$ cat config.mk
export PLATFORM = sky130hd
export DESIGN_NAME = tdm_demux_2
export DESIGN_NICKNAME = d
export VERILOG_FILES = /design/src/rtl/tdm_demux_2.sv
export SDC_FILE = /design/constraint.sdc
export NUM_CORES = 1
export LEC_CHECK = 0
export CORE_MARGIN = 5
export CORE_UTILIZATION = 45
export CTS_CLUSTER_SIZE = 28
export DETAILED_ROUTE_END_ITERATION = 10
export PLACE_DENSITY_LB_ADDON = 0.05
export SLEW_MARGIN = 20
export SYNTH_ARGS = -nofsm -noshare
export SYNTH_HDL_FRONTEND = slang
export SYNTH_SLANG_ARGS = --single-unit
$ cat constraint.sdc
create_clock -name clk -period 2 [get_ports clk]
set_input_delay 0.6 -clock clk [delete_from_list [all_inputs] [get_ports clk]]
set_output_delay 0.6 -clock clk [all_outputs]
set_load 0.005 [all_outputs]
$ cat src/rtl/tdm_demux_2.sv
// Two-channel TDM receive demultiplexer: locks to fsync and splits alternating slots into two words.
// Optional per-slot even parity is built when TDM_DEMUX_PARITY_EN is defined.
module tdm_demux_2 #(
  parameter int WORD_W = 8
) (
  input  logic              clk,
  input  logic              rst_n,
  input  logic              din,
  input  logic              din_valid,
  input  logic              fsync,
  output logic [WORD_W-1:0] ch0_data,
  output logic              ch0_valid,
  output logic [WORD_W-1:0] ch1_data,
  output logic              ch1_valid,
  output logic              ch0_perr,
  output logic              ch1_perr,
  output logic              locked,
  output logic              sync_err
);

`ifdef TDM_DEMUX_PARITY_EN
  localparam int S = WORD_W + 1;
`else
  localparam int S = WORD_W;
`endif
  localparam logic [5:0] LAST = 6'(S - 1);

  localparam logic [1:0] HUNT  = 2'd0;
  localparam logic [1:0] SLOT0 = 2'd1;
  localparam logic [1:0] SLOT1 = 2'd2;

  logic [1:0]        state_q, state_d;
  logic [5:0]        cnt_q, cnt_d;
  logic [WORD_W-1:0] shift_q, shift_d;
  logic [WORD_W-1:0] ch0_data_q, ch0_data_d, ch1_data_q, ch1_data_d;
  logic              ch0_valid_q, ch0_valid_d, ch1_valid_q, ch1_valid_d;
  logic              sync_err_q, sync_err_d;
  logic              locked_q;
  logic              take, restart, done0, done1;
  logic [5:0]        pos;
`ifdef TDM_DEMUX_PARITY_EN
  logic              par_q, par_d;
  logic              ch0_perr_q, ch0_perr_d, ch1_perr_q, ch1_perr_d;
`endif

  always_comb begin
    state_d     = state_q;
    cnt_d       = cnt_q;
    shift_d     = shift_q;
    ch0_data_d  = ch0_data_q;
    ch1_data_d  = ch1_data_q;
    ch0_valid_d = 1'b0;
    ch1_valid_d = 1'b0;
    sync_err_d  = 1'b0;
    take        = 1'b0;
    restart     = 1'b0;
    done0       = 1'b0;
    done1       = 1'b0;
    pos         = cnt_q;
`ifdef TDM_DEMUX_PARITY_EN
    par_d       = par_q;
    ch0_perr_d  = ch0_perr_q;
    ch1_perr_d  = ch1_perr_q;
`endif

    if (din_valid) begin
      case (state_q)
        SLOT0, SLOT1: begin
          if (fsync && !(state_q == SLOT0 && cnt_q == 6'd0)) begin
            // Misplaced marker: drop the partial word and restart on this bit.
            sync_err_d = 1'b1;
            restart    = 1'b1;
          end else if (!fsync && state_q == SLOT0 && cnt_q == 6'd0) begin
            sync_err_d = 1'b1;
            state_d    = HUNT;
            cnt_d      = 6'd0;
          end else begin
            take = 1'b1;
            if (cnt_q == LAST) begin
              cnt_d = 6'd0;
              done0 = (state_q == SLOT0);
              done1 = (state_q == SLOT1);
              state_d = (state_q == SLOT0) ? SLOT1 : SLOT0;
            end else begin
              cnt_d = cnt_q + 6'd1;
            end
          end
        end
        default: restart = fsync;
      endcase
    end

    if (restart) begin
      state_d = SLOT0;
      cnt_d   = 6'd1;
      pos     = 6'd0;
      take    = 1'b1;
    end

    // Data bits land MSB first; a parity bit position never matches a data index.
    if (take) begin
      for (int i = 0; i < WORD_W; i++) begin
        if (pos == 6'(WORD_W - 1 - i)) shift_d[i] = din;
      end
`ifdef TDM_DEMUX_PARITY_EN
      if (pos < 6'(WORD_W)) par_d = (pos == 6'd0) ? din : (par_q ^ din);
`endif
    end

    if (done0) begin
      ch0_data_d  = shift_d;
      ch0_valid_d = 1'b1;
`ifdef TDM_DEMUX_PARITY_EN
      ch0_perr_d  = par_q ^ din;
`endif
    end
    if (done1) begin
      ch1_data_d  = shift_d;
      ch1_valid_d = 1'b1;
`ifdef TDM_DEMUX_PARITY_EN
      ch1_perr_d  = par_q ^ din;
`endif
    end
  end

  always_ff @(posedge clk) begin
    if (!rst_n) begin
      state_q     <= HUNT;
      cnt_q       <= '0;
      shift_q     <= '0;
      ch0_data_q  <= '0;
      ch1_data_q  <= '0;
      ch0_valid_q <= 1'b0;
      ch1_valid_q <= 1'b0;
      sync_err_q  <= 1'b0;
      locked_q    <= 1'b0;
    end else begin
      state_q     <= state_d;
      cnt_q       <= cnt_d;
      shift_q     <= shift_d;
      ch0_data_q  <= ch0_data_d;
      ch1_data_q  <= ch1_data_d;
      ch0_valid_q <= ch0_valid_d;
      ch1_valid_q <= ch1_valid_d;
      sync_err_q  <= sync_err_d;
      locked_q    <= (state_d == SLOT0) || (state_d == SLOT1);
    end
  end

`ifdef TDM_DEMUX_PARITY_EN
  always_ff @(posedge clk) begin
    if (!rst_n) begin
      par_q      <= 1'b0;
      ch0_perr_q <= 1'b0;
      ch1_perr_q <= 1'b0;
    end else begin
      par_q      <= par_d;
      ch0_perr_q <= ch0_perr_d;
      ch1_perr_q <= ch1_perr_d;
    end
  end

  assign ch0_perr = ch0_perr_q;
  assign ch1_perr = ch1_perr_q;
`else
  assign ch0_perr = 1'b0;
  assign ch1_perr = 1'b0;
`endif

  assign ch0_data  = ch0_data_q;
  assign ch0_valid = ch0_valid_q;
  assign ch1_data  = ch1_data_q;
  assign ch1_valid = ch1_valid_q;
  assign locked    = locked_q;
  assign sync_err  = sync_err_q;

endmodule
# Yosys cells after proc, flatten, opt, wreduce, memory -nomap -nowiden
# Index checks and enable logic that the tools add are counted.
# totals
reg_bits,36
input_bits,5
out_inout_bits,22
word_cells,87
# classes
n_addsub,1
eq_ne,13
mux,45
bitwise,2
n_reduce_logical,16
# ops
op,n
1-bit 2-to-1 mux,34
"6-bit by 3-bit equality test with 1-bit output, second input constant",5
6-bit 2-to-1 mux,3
2-bit 2-to-1 mux,7
"6-bit by 2-bit equality test with 1-bit output, second input constant",2
6-bit logical NOT,2
3-bit AND reduction,3
8-bit 2-to-1 mux,1
"6-bit by 1-bit adder with 6-bit output, second input constant",1
"6-bit by 1-bit equality test with 1-bit output, second input constant",1
"2-bit by 1-bit equality test with 1-bit output, second input constant",2
"2-bit equality test, second input constant",2
1-bit logical AND,4
2-bit nonzero test,2
2-bit OR reduction,2
1-bit logical NOT,2
"2-bit != test, second input constant",1
1-bit NOT,2
1-bit logical OR,1

# Longest topological paths before layout
# Gate-level depths: netlist of the first run.
# depth
ltp_word,11
ltp_mapped,8
depth_no_buf,6

# Least setup slack after synthesis of the first run
# Ideal clock, no wire load.
# synth_timing
path_type,register -> register
start,register state_q[0]
end,"register ch0_data_q[1], in the netlist ch0_data[1]"
setup_time_ps,124
arrival_ps,1939
required_time_ps,1876
slack_ps,-63
stages_incl_launch_ff,7
n_path_buf,0
synth_period_minus_slack_ps,2063
cell_sequence,dfxtp_1 inv_1 ha_1 or3b_2 nor4_2 mux2i_1 a21oi_1
# synth_between
elab_chain_cells,11
word_cells_on_any_way,25
classes_between,eq/ne: 3; mux: 16; reduce/logical: 6
# synth_lines
item,line_no,source
"start, declared",32,"logic [1:0] state_q, state_d;"
"start signal, assigned",138,state_q <= state_d;
2-bit by 1-bit equality test with 1-bit output,n/a,
1-bit logical AND,69,if (fsync && !(state_q == SLOT0 && cnt_q == 6'd0)) begin
1-bit logical NOT,69,
1-bit logical AND,69,
1-bit 2-to-1 mux,69,
1-bit 2-to-1 mux,67,case (state_q)
1-bit 2-to-1 mux,66,if (din_valid) begin
6-bit 2-to-1 mux,93,if (restart) begin
6-bit by 3-bit equality test with 1-bit output,103,if (pos == 6'(WORD_W - 1 - i)) shift_d[i] = din;
1-bit 2-to-1 mux,103,
8-bit 2-to-1 mux,101,if (take) begin
"end signal, assigned",141,ch0_data_q <= ch0_data_d;
"end, declared",35,"logic [WORD_W-1:0] ch0_data_q, ch0_data_d, ch1_data_q, ch1_data_d;"
# Several ways; a longest one is shown, not always the timed one.
# A chain may end at the register's enable or synchronous reset.

# Final worst setup path of the first run
# layout_timing
start,register state_q[0]
end,"register ch1_data_q[2], in the netlist ch1_data[2]"
# layout_between
elab_chain_cells,11
word_cells_on_any_way,25
classes_between,eq/ne: 3; mux: 16; reduce/logical: 6
# layout_lines
item,line_no,source
2-bit by 1-bit equality test with 1-bit output,"67, 69, 73",
1-bit logical AND,69,
1-bit logical NOT,69,
1-bit logical AND,69,
1-bit 2-to-1 mux,69,
1-bit 2-to-1 mux,67,
1-bit 2-to-1 mux,66,
6-bit 2-to-1 mux,93,
6-bit by 3-bit equality test with 1-bit output,103,
1-bit 2-to-1 mux,103,
8-bit 2-to-1 mux,101,
"end signal, assigned",142,ch1_data_q <= ch1_data_d;
"end, declared",35,
# Several ways; a longest one is shown, not always the timed one.

==> results.sh, run 1 <==
export IMPL_io_buffers=24
export IMPL_drtIter0Drc=84
export IMPL_numCtsBuffers=5
export IMPL_multiInputGateArea_um2=1000
export IMPL_drc=0
export IMPL_cts_tree="yes"
export IMPL_clock_sinks=36
export IMPL_hold_violations=0
export IMPL_final_min_clock_period_ns=1.90
export IMPL_start_util=0.473
export IMPL_area_growth_pct=32.6
export IMPL_die_w_um=72.5
export IMPL_yosysTopAreaCell="dfxtp_1"
export IMPL_rows=22
export IMPL_gr_usage_all_layers=0.181
export IMPL_die_h_um=72.5
export IMPL_dp_hpwl_um=3230
export IMPL_path_class="flop to flop"
export IMPL_crit_arrival_ns=2.07
export IMPL_rrSetupSlack_ns=0.1
export IMPL_power_density_nw_per_um2=642
export IMPL_synthesis_area_um2=1760
export IMPL_max_slew_margin=0.503
export IMPL_grt_overflow_total=0
export IMPL_critPathRequiredTime_ns=2.17
export IMPL_antenna_left=0
export IMPL_final_cell_mix="dfxtp_1 (34), clkdlybuf4s50_1 (22), a21oi_1 (21), o21ai_0 (20), buf_4 (18)"
export IMPL_dieArea_um2=5260
export IMPL_filler_cell_count=328
export IMPL_drtPass1Iterations=4
export IMPL_final_max_slew_viol_count=0
export IMPL_cp_max_fo=4
export IMPL_grt_max_degree=20
export IMPL_timing_fmax_mhz=526
export IMPL_holdBufCountCts=0
export IMPL_grt_pass1_wl_um=7470
export IMPL_drv_cap=0
export IMPL_endpoint_kind="flop"
export IMPL_regArea_um2=726
export IMPL_async_flop_share=0
export IMPL_ys_top_cells_by_area="dfxtp_1 (41%), a21oi_1 (6.0%), mux2i_1 (5.7%)"
export IMPL_status="completed"
export IMPL_vias=1597
export IMPL_synth_avg_cell_area_um2=9.06
export IMPL_instances_no_fill=278
export IMPL_p_leak_nw=0.849
export IMPL_ys_seq_elements=36
export IMPL_placed_cells=267
export IMPL_drive_above_1_share=0.217
export IMPL_yosysUniqueCellTypes=48
export IMPL_tightest_slew_ns=0.738
export IMPL_gp_congestion=0.917
export IMPL_routed_wl_um=4520
export IMPL_mostFrequentLayoutCell="dfxtp_1"
export IMPL_viasPerCell=5.74
export IMPL_clk_latency_ns=0.28
export IMPL_path_clk_slew_ns=0.07
export IMPL_hold_path_class="flop to flop"
export IMPL_n_antenna_cell=0
export IMPL_io_pins=27
export IMPL_fp_coreArea_um2=3720
export IMPL_setup_viol=0
export IMPL_synthFlopType="dfxtp_1"
export IMPL_startpoint_type="flop"
export IMPL_grt_setup_unrepaired="no"
export IMPL_synth_seq_area_share=0.410
export IMPL_post_drt_wl_per_cell_um=16.2
export IMPL_synth_top_area_share=0.410
export IMPL_root_buffer="clkbuf_8"
export IMPL_netlist_instances=194
export IMPL_antenna_found_initial=0
export IMPL_fin_tns_setup_ns=0
export IMPL_h_tree_depth=2
export IMPL_hold_slack_ns=0.497
export IMPL_max_vdd_ir_drop_mv=0.467
export IMPL_final_nets=238
export IMPL_cts_path_max_buffers=2
export IMPL_synth_enable_flop_cells=0
export IMPL_fin_crit_sh=0.950
export IMPL_clock_skew_ns=0.00363
export IMPL_yosys_warnings=0
export IMPL_grt_pass1_vias=1576
[cell usage after synthesis (2+ instances only)]
| cell | instances |
|---|---|
| nand3_1 | 2 |
| nor4_2 | 4 |
| a21oi_1 | 21 |
| mux2i_1 | 10 |
| ha_1 | 4 |
| nand2_1 | 6 |
| clkbuf_1 | 8 |
| o2111ai_1 | 3 |
| a31oi_1 | 3 |
| dfxtp_1 | 36 |
| and4_1 | 2 |
| buf_2 | 5 |
| nor2b_1 | 3 |
| or3_1 | 2 |
| buf_6 | 2 |
| a211oi_1 | 3 |
| nand2b_1 | 6 |
| o21a_1 | 2 |
| buf_4 | 2 |
| nor3_1 | 2 |
| o21ai_0 | 20 |
| inv_1 | 6 |
| nor2_1 | 11 |
| o22ai_1 | 2 |
| and2_1 | 5 |
| nor4_1 | 2 |
[cells by family after synthesis]
logic type,count (synthesis),synth area share
simple gates,54,0.190
flops,36,0.410
buf+inv,23,0.0655
mux,10,0.0569
xor+xnor,1,0.00498
compound gates,65,0.242
other cells,1,0.00213
fa+ha+maj,4,0.0285
[routing by layer]
metal / vias to the layer above / GRT usage / share of wire / routed length (µm)
li1: 774 / - / - / -
met1: 760 / 0.227 / 0.43 / 1920
met2: 55 / 0.292 / 0.48 / 2180
met3: 8 / 0.0568 / 0.076 / 345
met4: 0 / 0.0615 / 0.014 / 65
met5: - / 0 / 0 / 0
[sequential cells by signal (all words and copies together) (netlist names)]
| name | flops |
|---|---|
| ch0_valid | 1 |
| cnt_q | 6 |
| locked | 1 |
| ch0_data | 8 |
| sync_err | 1 |
| shift_q | 8 |
| ch1_valid | 1 |
| state_q | 2 |
| ch1_data | 8 |
[power breakdown]
group          total [mW]  internal [mW]  switching (mW)
sequential          0.728          0.723         0.00487
combinational       0.148         0.0615          0.0868
clock               0.621          0.370           0.251
total                1.50           1.15           0.343
[area by class of cell]
type                       count  share of cell area
tap                           48              0.0258
clock inverter                 2              0.0150
inverter                       6              0.0107
timing repair buffer          44               0.177
sequential                    36               0.311
clock buffer                   6              0.0311
multi-input combinational    136               0.429
[worst paths after layout]
check | depth (start not counted) | to | from
hold reg to reg | 2 | shift_q[7] | shift_q[7]
setup / recovery | 6 | ch1_data[2] | state_q[0]
setup reg to reg | 6 | ch1_data[2] | state_q[0]
hold / removal | 2 | shift_q[7] | shift_q[7]
[through the flow]
step	instance area, µm²	setup WS (ns)	utilization	power, mW
after floorplan	1760	0.00866	-	0.825
after global placement	2110	-0.424	0.568	0.873
after detailed placement	2110	-0.456	0.568	0.876
after CTS	2250	-0.00428	0.607	1.50
after global routing	2330	0.00805	0.627	1.55
final	2330	0.0995	0.627	1.50
[critical path, cell delays in order, from the launching register on]
cell and delay (ns):
dfxtp_4 0.37, inv_4 0.04, ha_4 0.21, or3b_4 0.45, nor4_4 0.32, mux2i_2 0.29
a21oi_1 0.10
[timing repair]
action                                  4_1_cts  5_1_grt
cloned                                        0        0
resized for setup                             7       14
pin swaps                                     1        5
buffers inserted                              0        3
endpoints found under the setup margin       23       30
endpoints found under the hold margin         0        0
Note: power is estimated with default switching activity, not from simulation.
==> inputs of run 2 (changes only) <==
Clock period 2 ns to 2.4 ns, I/O delays scaled along.
==> run 2 against run 1 <==
  * Power fell by 18%
  * Die area did not move
  * Combinational power fell by 28%
  * Hold slack improved by 0.0010 ns
  * First-iteration DRC count fell by 17%
  * Core utilization fell by 3.9 points
  * Final cell count fell by 3.2%
  * Global-route usage fell by 0.33 points
  * Sequential power fell by 17%
  * Via count fell by 3.6%
  * Non-clock buffer count fell by 9
  * Register-to-register slack improved by 0.16 ns
  * Critical endpoint is now ch0_data[7]
==> results.sh, run 2 (synthesis results as in run 1) <==
export IMPL_status="completed"
export IMPL_die_h_um=72.5
export IMPL_grt_pass1_vias=1542
export IMPL_gr_usage_all_layers=0.177
export IMPL_routed_wl_um=4360
export IMPL_vias=1539
export IMPL_path_class="input port to flop"
export IMPL_viasPerCell=5.72
export IMPL_io_buffers=24
export IMPL_drtPass1Iterations=4
export IMPL_crit_chain="clkdlybuf4s50_1, buf_4, nor3b_1, and4_1, buf_12, mux2i_1, nor2_1"
export IMPL_crit_arrival_ns=2.43
export IMPL_max_slew_margin=0.629
export IMPL_instances_no_fill=269
export IMPL_endpoint_kind="flop"
export IMPL_critPathRequiredTime_ns=2.55
export IMPL_tightest_slew_ns=0.551
export IMPL_startpoint_type="input port"
export IMPL_area_growth_pct=24.3
export IMPL_placed_cells=261
export IMPL_cp_slowest_cell="clkdlybuf4s50_1"
export IMPL_gp_congestion=0.947
export IMPL_fin_tns_setup_ns=0
export IMPL_rows=22
export IMPL_max_vdd_ir_drop_mv=0.415
export IMPL_final_max_slew_viol_count=0
export IMPL_fin_crit_sh=0.948
export IMPL_final_min_clock_period_ns=2.28
export IMPL_drc=0
export IMPL_io_pins=27
export IMPL_p_leak_nw=0.777
export IMPL_antenna_left=0
export IMPL_post_cts_resized=0
export IMPL_setup_viol=0
export IMPL_dieArea_um2=5260
export IMPL_path_clk_slew_ns=0.07
export IMPL_mostFrequentLayoutCell="dfxtp_1"
export IMPL_power_density_nw_per_um2=564
export IMPL_dp_hpwl_um=3120
export IMPL_grt_overflow_total=0
export IMPL_start_util=0.473
export IMPL_drive_above_1_share=0.136
export IMPL_n_antenna_cell=0
export IMPL_final_cell_mix="dfxtp_1 (36), clkdlybuf4s50_1 (24), a21oi_1 (21), o21ai_0 (20), nor2_1 (11)"
export IMPL_grt_pass1_wl_um=7350
export IMPL_grt_setup_unrepaired="no"
export IMPL_postCtsSetupRepairBufs=0
export IMPL_clock_skew_ns=0.00848
export IMPL_drv_cap=0
export IMPL_cts_tree="yes"
export IMPL_hold_violations=0
export IMPL_cp_top_family="buffers and inverters"
export IMPL_final_nets=229
export IMPL_grt_max_degree=20
export IMPL_hold_path_class="flop to flop"
export IMPL_critPathBufInv=3
export IMPL_antenna_found_initial=0
export IMPL_crit_path_max_incr_delay_ns=0.42
export IMPL_numCtsBuffers=5
export IMPL_drtIter0Drc=70
export IMPL_clock_sinks=36
export IMPL_post_drt_wl_per_cell_um=16.2
export IMPL_root_buffer="clkbuf_8"
export IMPL_fp_coreArea_um2=3720
export IMPL_die_w_um=72.5
export IMPL_cp_max_fo=16
export IMPL_holdBufCountCts=0
export IMPL_clk_latency_ns=0.29
export IMPL_cts_path_max_buffers=2
export IMPL_timing_fmax_mhz=439
export IMPL_h_tree_depth=2
export IMPL_power_mw=1.23
run 2: cell count changes in the layout (fill, tap and decap cells not counted), moves of 2 or more:
| cell | previous run | this run |
|---|---|---|
| dlymetal6s2s_1 | 2 | 0 |
| nor4_4 | 3 | 0 |
| and4_4 | 2 | 0 |
| nor4_2 | 1 | 4 |
| and4_1 | 0 | 2 |
| buf_4 | 18 | 9 |
| dfxtp_1 | 34 | 36 |
| clkdlybuf4s50_1 | 22 | 24 |
run 2: worst paths after layout:
check	to	from	cells after the start	slack, ns
worst max register to register	ch0_data[7]	state_q[0]	8	0.26
worst max-delay path	ch0_data[7]	fsync	7	0.12
worst min-delay path	shift_q[7]	shift_q[7]	2	0.50
worst min register to register	shift_q[7]	shift_q[7]	2	0.50
run 2: area by class of cell:
cell class	instances	area, µm²
clock buffer	6	72.6
multi-input combinational	136	926
timing repair buffer	35	348
clock inverter	2	35.0
fill	347	1530
inverter	6	22.5
tap	48	60.1
sequential	36	721
run 2: power by group:
part           switching [mW]  internal (mW)  total, mW
registers             0.00352          0.603      0.606
logic                  0.0653         0.0416      0.107
clock network           0.212          0.308      0.520
run 2: metrics by stage:
stage               hold WS, ns  instance area [µm²]  setup slack, ns   util
finish                    0.498                 2180            0.124  0.588
global route              0.532                 2180           0.0416  0.588
CTS                       0.495                 2180            0.158  0.588
detailed placement        0.479                 2080           -0.149  0.559
global placement          0.474                 2080           -0.138  0.559
floorplan                 0.456                 1760            0.337      -
run 2: worst reg2reg max path, stage by stage, from the launching register on:
cell	delay, ns
dfxtp_1	0.38
inv_1	0.09
ha_1	0.31
buf_4	0.18
nor3b_1	0.32
and4_1	0.31
buf_12	0.15
mux2i_1	0.21
nor2_1	0.05
run 2: per-layer routing:
metal / GRT usage / share of wire
met3: 0.0388 / 0.051
met2: 0.286 / 0.48
met1: 0.228 / 0.46
met5: 0 / 0
met4: 0.0738 / 0.014
